File: config.mk
export PLATFORM = sky130hd
export DESIGN_NAME = hamming74_correct_pipe
export DESIGN_NICKNAME = d
export VERILOG_FILES = /design/src/rtl/hamming74_pkg.sv /design/src/rtl/hamming74_syndrome.sv /design/src/rtl/hamming74_correct_pipe.sv
export SDC_FILE = /design/constraint.sdc
export NUM_CORES = 1
export LEC_CHECK = 0
export BUFFER_PORTS_ARGS = -buffer_cell sky130_fd_sc_hd__clkbuf_2
export CAP_MARGIN = 20
export CORE_MARGIN = 2
export CORE_UTILIZATION = 61
export CTS_BUF_LIST = sky130_fd_sc_hd__clkbuf_4
export CTS_CLUSTER_SIZE = 20
export DETAILED_ROUTE_END_ITERATION = 8
export PLACE_DENSITY = 0.88
export SLEW_MARGIN = 30
export SYNTH_ARGS = -nofsm -noshare
export SYNTH_HDL_FRONTEND = slang
export SYNTH_SLANG_ARGS = --single-unit
export TNS_END_PERCENT = 10
File: constraint.sdc
create_clock -name clk -period 5.1 [get_ports clk]
set_input_delay 0.51 -clock clk [delete_from_list [all_inputs] [get_ports clk]]
set_output_delay 0.51 -clock clk [all_outputs]
set_load 0.02 [all_outputs]
File: src/rtl/hamming74_pkg.sv
// Shared Hamming(7,4) constants, types and the syndrome helper used by the decoder
// and the encoder-side checker.
package hamming74_pkg;

    localparam int CW_W   = 7;
    localparam int DATA_W = 4;
    localparam int SYN_W  = 3;

    // Codeword bit i carries Hamming position i+1.
    localparam int P1_IDX = 0;
    localparam int P2_IDX = 1;
    localparam int D0_IDX = 2;
    localparam int P4_IDX = 3;
    localparam int D1_IDX = 4;
    localparam int D2_IDX = 5;
    localparam int D3_IDX = 6;

    typedef logic [CW_W-1:0]   cw_t;
    typedef logic [DATA_W-1:0] data_t;
    typedef logic [SYN_W-1:0]  syn_t;

    function automatic syn_t calcSyndrome(input cw_t cw);
        syn_t s;
        s[0] = cw[P1_IDX] ^ cw[D0_IDX] ^ cw[D1_IDX] ^ cw[D3_IDX];
        s[1] = cw[P2_IDX] ^ cw[D0_IDX] ^ cw[D2_IDX] ^ cw[D3_IDX];
        s[2] = cw[P4_IDX] ^ cw[D1_IDX] ^ cw[D2_IDX] ^ cw[D3_IDX];
        return s;
    endfunction

    function automatic data_t extractData(input cw_t cw);
        return {cw[D3_IDX], cw[D2_IDX], cw[D1_IDX], cw[D0_IDX]};
    endfunction

endpackage

File: src/rtl/hamming74_syndrome.sv
// Combinational Hamming(7,4) syndrome generator; a nonzero result names the
// 1-based position of a single flipped bit.
module hamming74_syndrome
    import hamming74_pkg::*;
(
    input  logic [CW_W-1:0]  i_cw,
    output logic [SYN_W-1:0] o_syn
);

    assign o_syn = calcSyndrome(i_cw);

endmodule

File: src/rtl/hamming74_correct_pipe.sv
// Two-stage streaming Hamming(7,4) single-error-correcting decoder with
// valid/ready flow control and saturating delivery statistics.
module hamming74_correct_pipe
    import hamming74_pkg::*;
#(
    parameter int CNT_W = 16
)
(
    input  logic              clk,
    input  logic              rst_n,
    input  logic              in_valid,
    output logic              in_ready,
    input  logic [CW_W-1:0]   in_cw,
    output logic              out_valid,
    input  logic              out_ready,
    output logic [DATA_W-1:0] out_data,
    output logic              out_err,
    output logic [SYN_W-1:0]  out_syn,
    input  logic              cnt_clr,
    output logic [CNT_W-1:0]  cw_cnt,
    output logic [CNT_W-1:0]  err_cnt
);

    logic               w_en1;
    logic               w_en2;
    logic               w_xfer;
    logic [SYN_W-1:0]   w_syn;
    logic [CW_W-1:0]    w_flipMask;
    logic [CW_W-1:0]    w_corrCw;

    logic               r_v1;
    logic [CW_W-1:0]    r_cw1;
    logic [SYN_W-1:0]   r_syn1;

    logic               r_v2;
    logic [DATA_W-1:0]  r_data2;
    logic               r_err2;
    logic [SYN_W-1:0]   r_syn2;

    logic [CNT_W-1:0]   r_cwCnt;
    logic [CNT_W-1:0]   r_errCnt;

    // A stage may load when it is empty or its downstream is moving this cycle.
    assign w_en2    = !r_v2 || out_ready;
    assign w_en1    = !r_v1 || w_en2;
    assign in_ready = w_en1;
    assign w_xfer   = r_v2 && out_ready;

    hamming74_syndrome u_syndrome (
        .i_cw  (in_cw),
        .o_syn (w_syn)
    );

    always_ff @(posedge clk or negedge rst_n) begin
        if (!rst_n) begin
            r_v1   <= 1'b0;
            r_cw1  <= '0;
            r_syn1 <= '0;
        end else if (w_en1) begin
            r_v1 <= in_valid;
            if (in_valid) begin
                r_cw1  <= in_cw;
                r_syn1 <= w_syn;
            end
        end
    end

    // Syndrome k flips bit k-1; parity-bit flips leave the data untouched.
    always_comb begin
        w_flipMask = '0;
        if (r_syn1 != '0) begin
            w_flipMask = {{(CW_W-1){1'b0}}, 1'b1} << (r_syn1 - 3'd1);
        end
        w_corrCw = r_cw1 ^ w_flipMask;
    end

    always_ff @(posedge clk or negedge rst_n) begin
        if (!rst_n) begin
            r_v2    <= 1'b0;
            r_data2 <= '0;
            r_err2  <= 1'b0;
            r_syn2  <= '0;
        end else if (w_en2) begin
            r_v2 <= r_v1;
            if (r_v1) begin
                r_data2 <= extractData(w_corrCw);
                r_err2  <= (r_syn1 != '0);
                r_syn2  <= r_syn1;
            end
        end
    end

    // Clear wins over a same-cycle delivery; both counters stick at all-ones.
    always_ff @(posedge clk or negedge rst_n) begin
        if (!rst_n) begin
            r_cwCnt  <= '0;
            r_errCnt <= '0;
        end else if (cnt_clr) begin
            r_cwCnt  <= '0;
            r_errCnt <= '0;
        end else if (w_xfer) begin
            if (r_cwCnt != {CNT_W{1'b1}}) begin
                r_cwCnt <= r_cwCnt + {{(CNT_W-1){1'b0}}, 1'b1};
            end
            if (r_err2 && (r_errCnt != {CNT_W{1'b1}})) begin
                r_errCnt <= r_errCnt + {{(CNT_W-1){1'b0}}, 1'b1};
            end
        end
    end

    assign out_valid = r_v2;
    assign out_data  = r_data2;
    assign out_err   = r_err2;
    assign out_syn   = r_syn2;
    assign cw_cnt    = r_cwCnt;
    assign err_cnt   = r_errCnt;

endmodule

# Word-level counts from Yosys, hierarchy flattened
# Index checks and enable logic that the tools add are counted.
[classes]
n_eq_ne = 2
n_mux = 7
addsub = 3
bitwise = 10
reduce_logical = 14
n_shift = 1
[op_table]
columns = ["operator", "count"]
rows = [
  ["$mux W16", 6],
  ["$add A16 B1 Y16 const B", 2],
  ["$ne A16 B16 Y1 const B", 2],
  ["$xor A1 B1 Y1", 9],
  ["$reduce_and A2 Y1", 4],
  ["$mux W7", 1],
  ["$shl A1 B3 Y7 const A", 1],
  ["$xor A7 B7 Y7", 1],
  ["$reduce_bool A2 Y1", 3],
  ["$reduce_bool A3 Y1", 1],
  ["$sub A3 B1 Y3 const B", 1],
  ["$logic_and A1 B1 Y1", 2],
  ["$logic_not A1 Y1", 2],
  ["$logic_or A1 B1 Y1", 2],
]
[word_totals]
input_bits = 12
elab_cells = 46
ff_bits = 52

# Depth between registers and ports, before layout
[logic_depth]
depth_word = 5
depth_mapped = 6

# Cells and area by module
# A second synthesis with hierarchy kept.
[unflattened]
cells_unflattened = 263
hier_area_um2 = 2662.6
[by_module_without_submodules]
columns = ["mod", "instances", "area_per_inst_um2", "seq_area_each_um2", "cells_per_inst"]
rows = [
  ["hamming74_correct_pipe", 1, 2592.5, 1226.2, 255],
  ["hamming74_syndrome", 1, 70.1, 0.0, 8],
]

# Least setup slack after synthesis
# Ideal clock, no wire load.
[synth_timing]
path_type = "register to register"
start = "reg r_errCnt[0], in the netlist err_cnt[0]"
end = "reg r_errCnt[14], in the netlist err_cnt[14]"
setup_time_ns = 0.125
arrival_ns = 1.797
path_stages_with_launch = 7
period_less_slack_ns = 1.921
slack_ns = 3.179
cell_sequence = "dfrtp_1 > ha_1 > nand3_2 > nand2b_1 > buf_6 > nor4b_1 > mux2_2"
[synth_between]
elab_chain_len = 4
word_cells_on_any_way = 8
[synth_lines]
columns = ["element", "line_no", "rtl"]
rows = [
  ["from (decl)", "hamming74_correct_pipe.sv:41", "logic [CNT_W-1:0] r_errCnt;"],
  ["from (signal assigned)", "hamming74_correct_pipe.sv:106", "r_errCnt <= r_errCnt + {{(CNT_W-1){1'b0}}, 1'b1};"],
  ["$add A16 B1 Y16 / $ne A16 B16 Y1 (equally long branches)", "hamming74_correct_pipe.sv:106, hamming74_correct_pipe.sv:105", ""],
  ["$mux W16 / $logic_and A1 B1 Y1 (equally long branches)", "hamming74_correct_pipe.sv:105", "if (r_err2 && (r_errCnt != {CNT_W{1'b1}})) begin"],
  ["$mux W16 / $reduce_bool A2 Y1 (equally long branches)", "-", ""],
  ["$mux W16 / $reduce_and A2 Y1 (equally long branches)", "-", ""],
]
# Several ways; a longest one is shown, not always the timed one. The select of a mux whose other input is x is not followed.
# A chain may end at the register's enable or synchronous reset.

# Worst setup path after layout
# Same ends and word-level chain as after synthesis.

==> metrics.md <==
| Metric | Value |
|---|---|
| Status | complete, no violations |
| Worst ir drop on vdd | between 0.2 and 0.25 mV |
| Post-cts repair resize count | 0 |
| Weighted congestion at the end of routability-driven global placement | roughly 0.81 |
| Category of the most critical setup path | flop to flop |
| CTS tree | done |
| Most frequently used flop master after synthesis | sky130_fd_sc_hd__dfrtp_1 |
| Max stage delay on crit path | 450 ps |
| 1st-pass router iterations | 4 |
| Yosys cell types | 45 |
| Count of flip-flops with a built-in enable after synthesis | 0 |
| Critical path buffer and inverter count | 0 |
| Most common library cell in the layout ignoring fill and taps | sky130_fd_sc_hd__clkbuf_2 |
| Pwr per Cell Area | 276.2 nW/um^2 |
| Number of setup buffers added after CTS | 0 |
| Final cell count without fillers | 360 |
| Max Freq | 508.6 MHz |
| DR vias | 2227 |
| Post-Route Hold Slack | 222.9 ps |
| Biggest fanout along the worst timing path | 9 |
| Count of input and output buffers | 53 |
| Antenna viol nets, final | 0 |
| Routed wire length | ~5500 um |
| Syn Std Cell Area | 2576 um^2 |
| Total I/O pin count | 54 |
| Final count of negative-setup-slack endpoints | 0 |
| Unrepaired setup endpoints after global routing | false |
| Hold-fix buffer count after cts | 0 |
| Count of final hold-check violations | 0 |
| Initial Util | between 60% and 70% |
| WP data arrival | between 2000 and 2500 ps |
| Root buffer cell | sky130_fd_sc_hd__clkbuf_4 |
| Worst setup skew after layout | 15.30 ps |
| Proportion of synthesized flip-flops having asynchronous set or reset | 100.0% |
| Chain of cells forming the critical path | ha_1, nand3_2, nand2b_1, nor4b_1, mux2_2 |
| CTS buffer count | 5 |
| Share of final-layout standard cells stronger than drive strength 1 | a little over a quarter |
| Layout-stage area growth over the synthesis result | 15.06% |
| Total DRC errors in the routed layout | 0 |
| Violation count after the first detailed-route iteration | 190 |
| Vias per inst | 6.186 |
| Cell family contributing the most delay on the critical path | simple AND/OR/NAND/NOR gates |
| Syn Nets | between 200 and 300 |
| Worst Setup Slack post-DPL | slightly above 3000 ps |
| Final WS setup | 3134 ps |
| Total power draw | between 0.8 and 0.9 mW |
| Number of slew-limit violations in the final report | 0 |
| Ant. Diodes | 0 |
| Grt ovf | 0 |
| Placement-stage cell area | 2885 um^2 |
| Leakage power figure | 1.318 nW |
| Number of instances in the placed design | 352 |
| Pin slew with the least headroom to its limit | 674.3 ps |
| Average wire per cell in the routed design | 15.24 um |
| Cell type of the slowest stage on the worst timing path | sky130_fd_sc_hd__dfrtp_1 |
| Die boundary width | 68.99 um |
| Placeable core area | 4029 um^2 |
| Buffer depth of the longest clock path | 2 |
| Placed wire-length estimate after detailed placement | approximately 4000 um |
| FP Rows | 23 |
| Kind of end point of the critical path | flop |
| Final net count | between 300 and 400 |
| CTS Sinks | 49 |
| Number of global-route vias before repair | 2120 |
| Mean area per synthesized cell | a little over 10 um^2 |
| Number of max-cap violations | 0 |
| Combined global-route utilization of all metal layers | 26.70% |
| Top library cells by usage in the layout, fill and taps aside | 53 x sky130_fd_sc_hd__clkbuf_2, 49 x sky130_fd_sc_hd__dfrtp_1, 28 x sky130_fd_sc_hd__nand2_1, 18 x sky130_fd_sc_hd__a21oi_1, 16 x sky130_fd_sc_hd__o21ai_0 |
| Number of warnings printed during yosys synthesis | 0 |
| Design area | approximately 3000 um^2 |
| CTS H-Tree Depth | 2 |
| Worst setup SP type | flop |
| Setup TNS Final | 0 ps |
| Die Footprint | between 4000 and 5000 um^2 |
| Clock transition at the registers of the reported paths | approximately 150 ps |
| Register bit total from synthesis | 49 |
| Clock latency reported for the late side of the worst-skew pair | 360 ps |
| Max_slew headroom | 55.04% |
| Number of antenna violations at the first check in global routing | 0 |
| Maximum number of pins on one net before global-route repair | 50 |
| Worst min-delay path category | input pin to async pin |
| Synthesized instance count | around 250 |
| Data required time of the critical path | 5370 ps |
| Minimum period implied by the final worst setup slack | just under 2000 ps |
| Final cycle utilization of the critical path | 38.55% |
| Final core area utilization | between 70 and 80% |
| Global-route wire length before repair | slightly above 9000 um |
| Height of the die | 68.99 um |
| Fraction of the yosys area taken by sequential cells | 47.60% |
-- synth_stat cells, drive strengths merged (2+ instances only) --
cell / instances / area [um^2]
mux2i: 2 / 20.02
nor2: 12 / 45.04
nor2b: 6 / 37.54
nor4: 6 / 73.82
nor3: 5 / 25.02
nand3b: 2 / 15.01
or3: 6 / 38.79
nand4: 11 / 90.08
mux2: 13 / 146.4
a21oi: 18 / 90.09
ha: 2 / 25.02
xor2: 6 / 52.55
nand3: 8 / 45.04
and4: 5 / 46.29
nand2: 28 / 105.1
o311ai: 2 / 17.52
o21ai: 16 / 80.08
or4: 7 / 52.55
o41ai: 3 / 26.28
inv: 4 / 15.01
and2: 2 / 12.51
o21a: 2 / 15.01
o211ai: 2 / 15.01
or2: 2 / 12.51
o31ai: 7 / 52.55
nand2b: 4 / 25.02
clkbuf: 4 / 15.01
xnor2: 8 / 70.07
dfrtp: 49 / 1226
and3: 3 / 18.77
-- area by class of cell --
class,count,area (um^2)
multi-input cells,195,1309
flip-flops and latches,49,1226
fillers,299,1065
repair buffers,54,272.8
well taps,50,62.56
clock inverters,3,41.29
clock buffers,5,37.54
inverters,4,15.01
-- sequential cells by signal, summed over array words and instances, names as in the netlist, 3 cells and up --
| register | count |
|---|---|
| r_cw1 | 4 |
| cw_cnt | 16 |
| out_data | 4 |
| err_cnt | 16 |
| r_syn1 | 3 |
| out_syn | 3 |
-- power breakdown --
part,internal [mW],switching [mW]
Sequential,0.421,0.0292
Clock,0.102,0.126
Combinational,0.0552,0.0857
Total,0.578,0.241
-- routing by layer --
layer / global-route usage, % / wire, um / up-vias
li1: - / - / 1066
met1: 34.47 / 2400 / 1080
met2: 43.75 / 2774 / 75
met3: 6.006 / 262 / 6
met4: 10.54 / 48 / 0
met5: 0 / 0 / -
-- logic make-up after synthesis --
| logic type | synth area share [%] |
|---|---|
| adder cells (fa/ha/maj) | 0.9712 |
| XOR/XNOR | 4.760 |
| multiplexers | 6.459 |
| AND/OR/NAND/NOR | 25.89 |
| AO/OA/AOI/OAI | 12.73 |
| flip-flops | 47.60 |
| buffers and inverters | 1.602 |
-- path summary, 6_finish.rpt --
check	from	endpoint	slack [ps]	depth (start not counted)
max in group asynchronous	rst_n	out_syn[0]$_DFFE_PN0P_	4470	2
min in group clk	in_valid	r_v1$_DFFE_PN0N_	340	2
setup / recovery	err_cnt[0]$_DFFE_PN0P_	err_cnt[14]$_DFFE_PN0P_	3130	5
setup reg to reg	err_cnt[0]$_DFFE_PN0P_	err_cnt[14]$_DFFE_PN0P_	3130	5
hold reg to reg	out_data[0]$_DFFE_PN0P_	out_data[0]$_DFFE_PN0P_	500	2
hold / removal	rst_n	cw_cnt[14]$_DFFE_PN0P_	220	2
(Power assumes the default switching activity.)
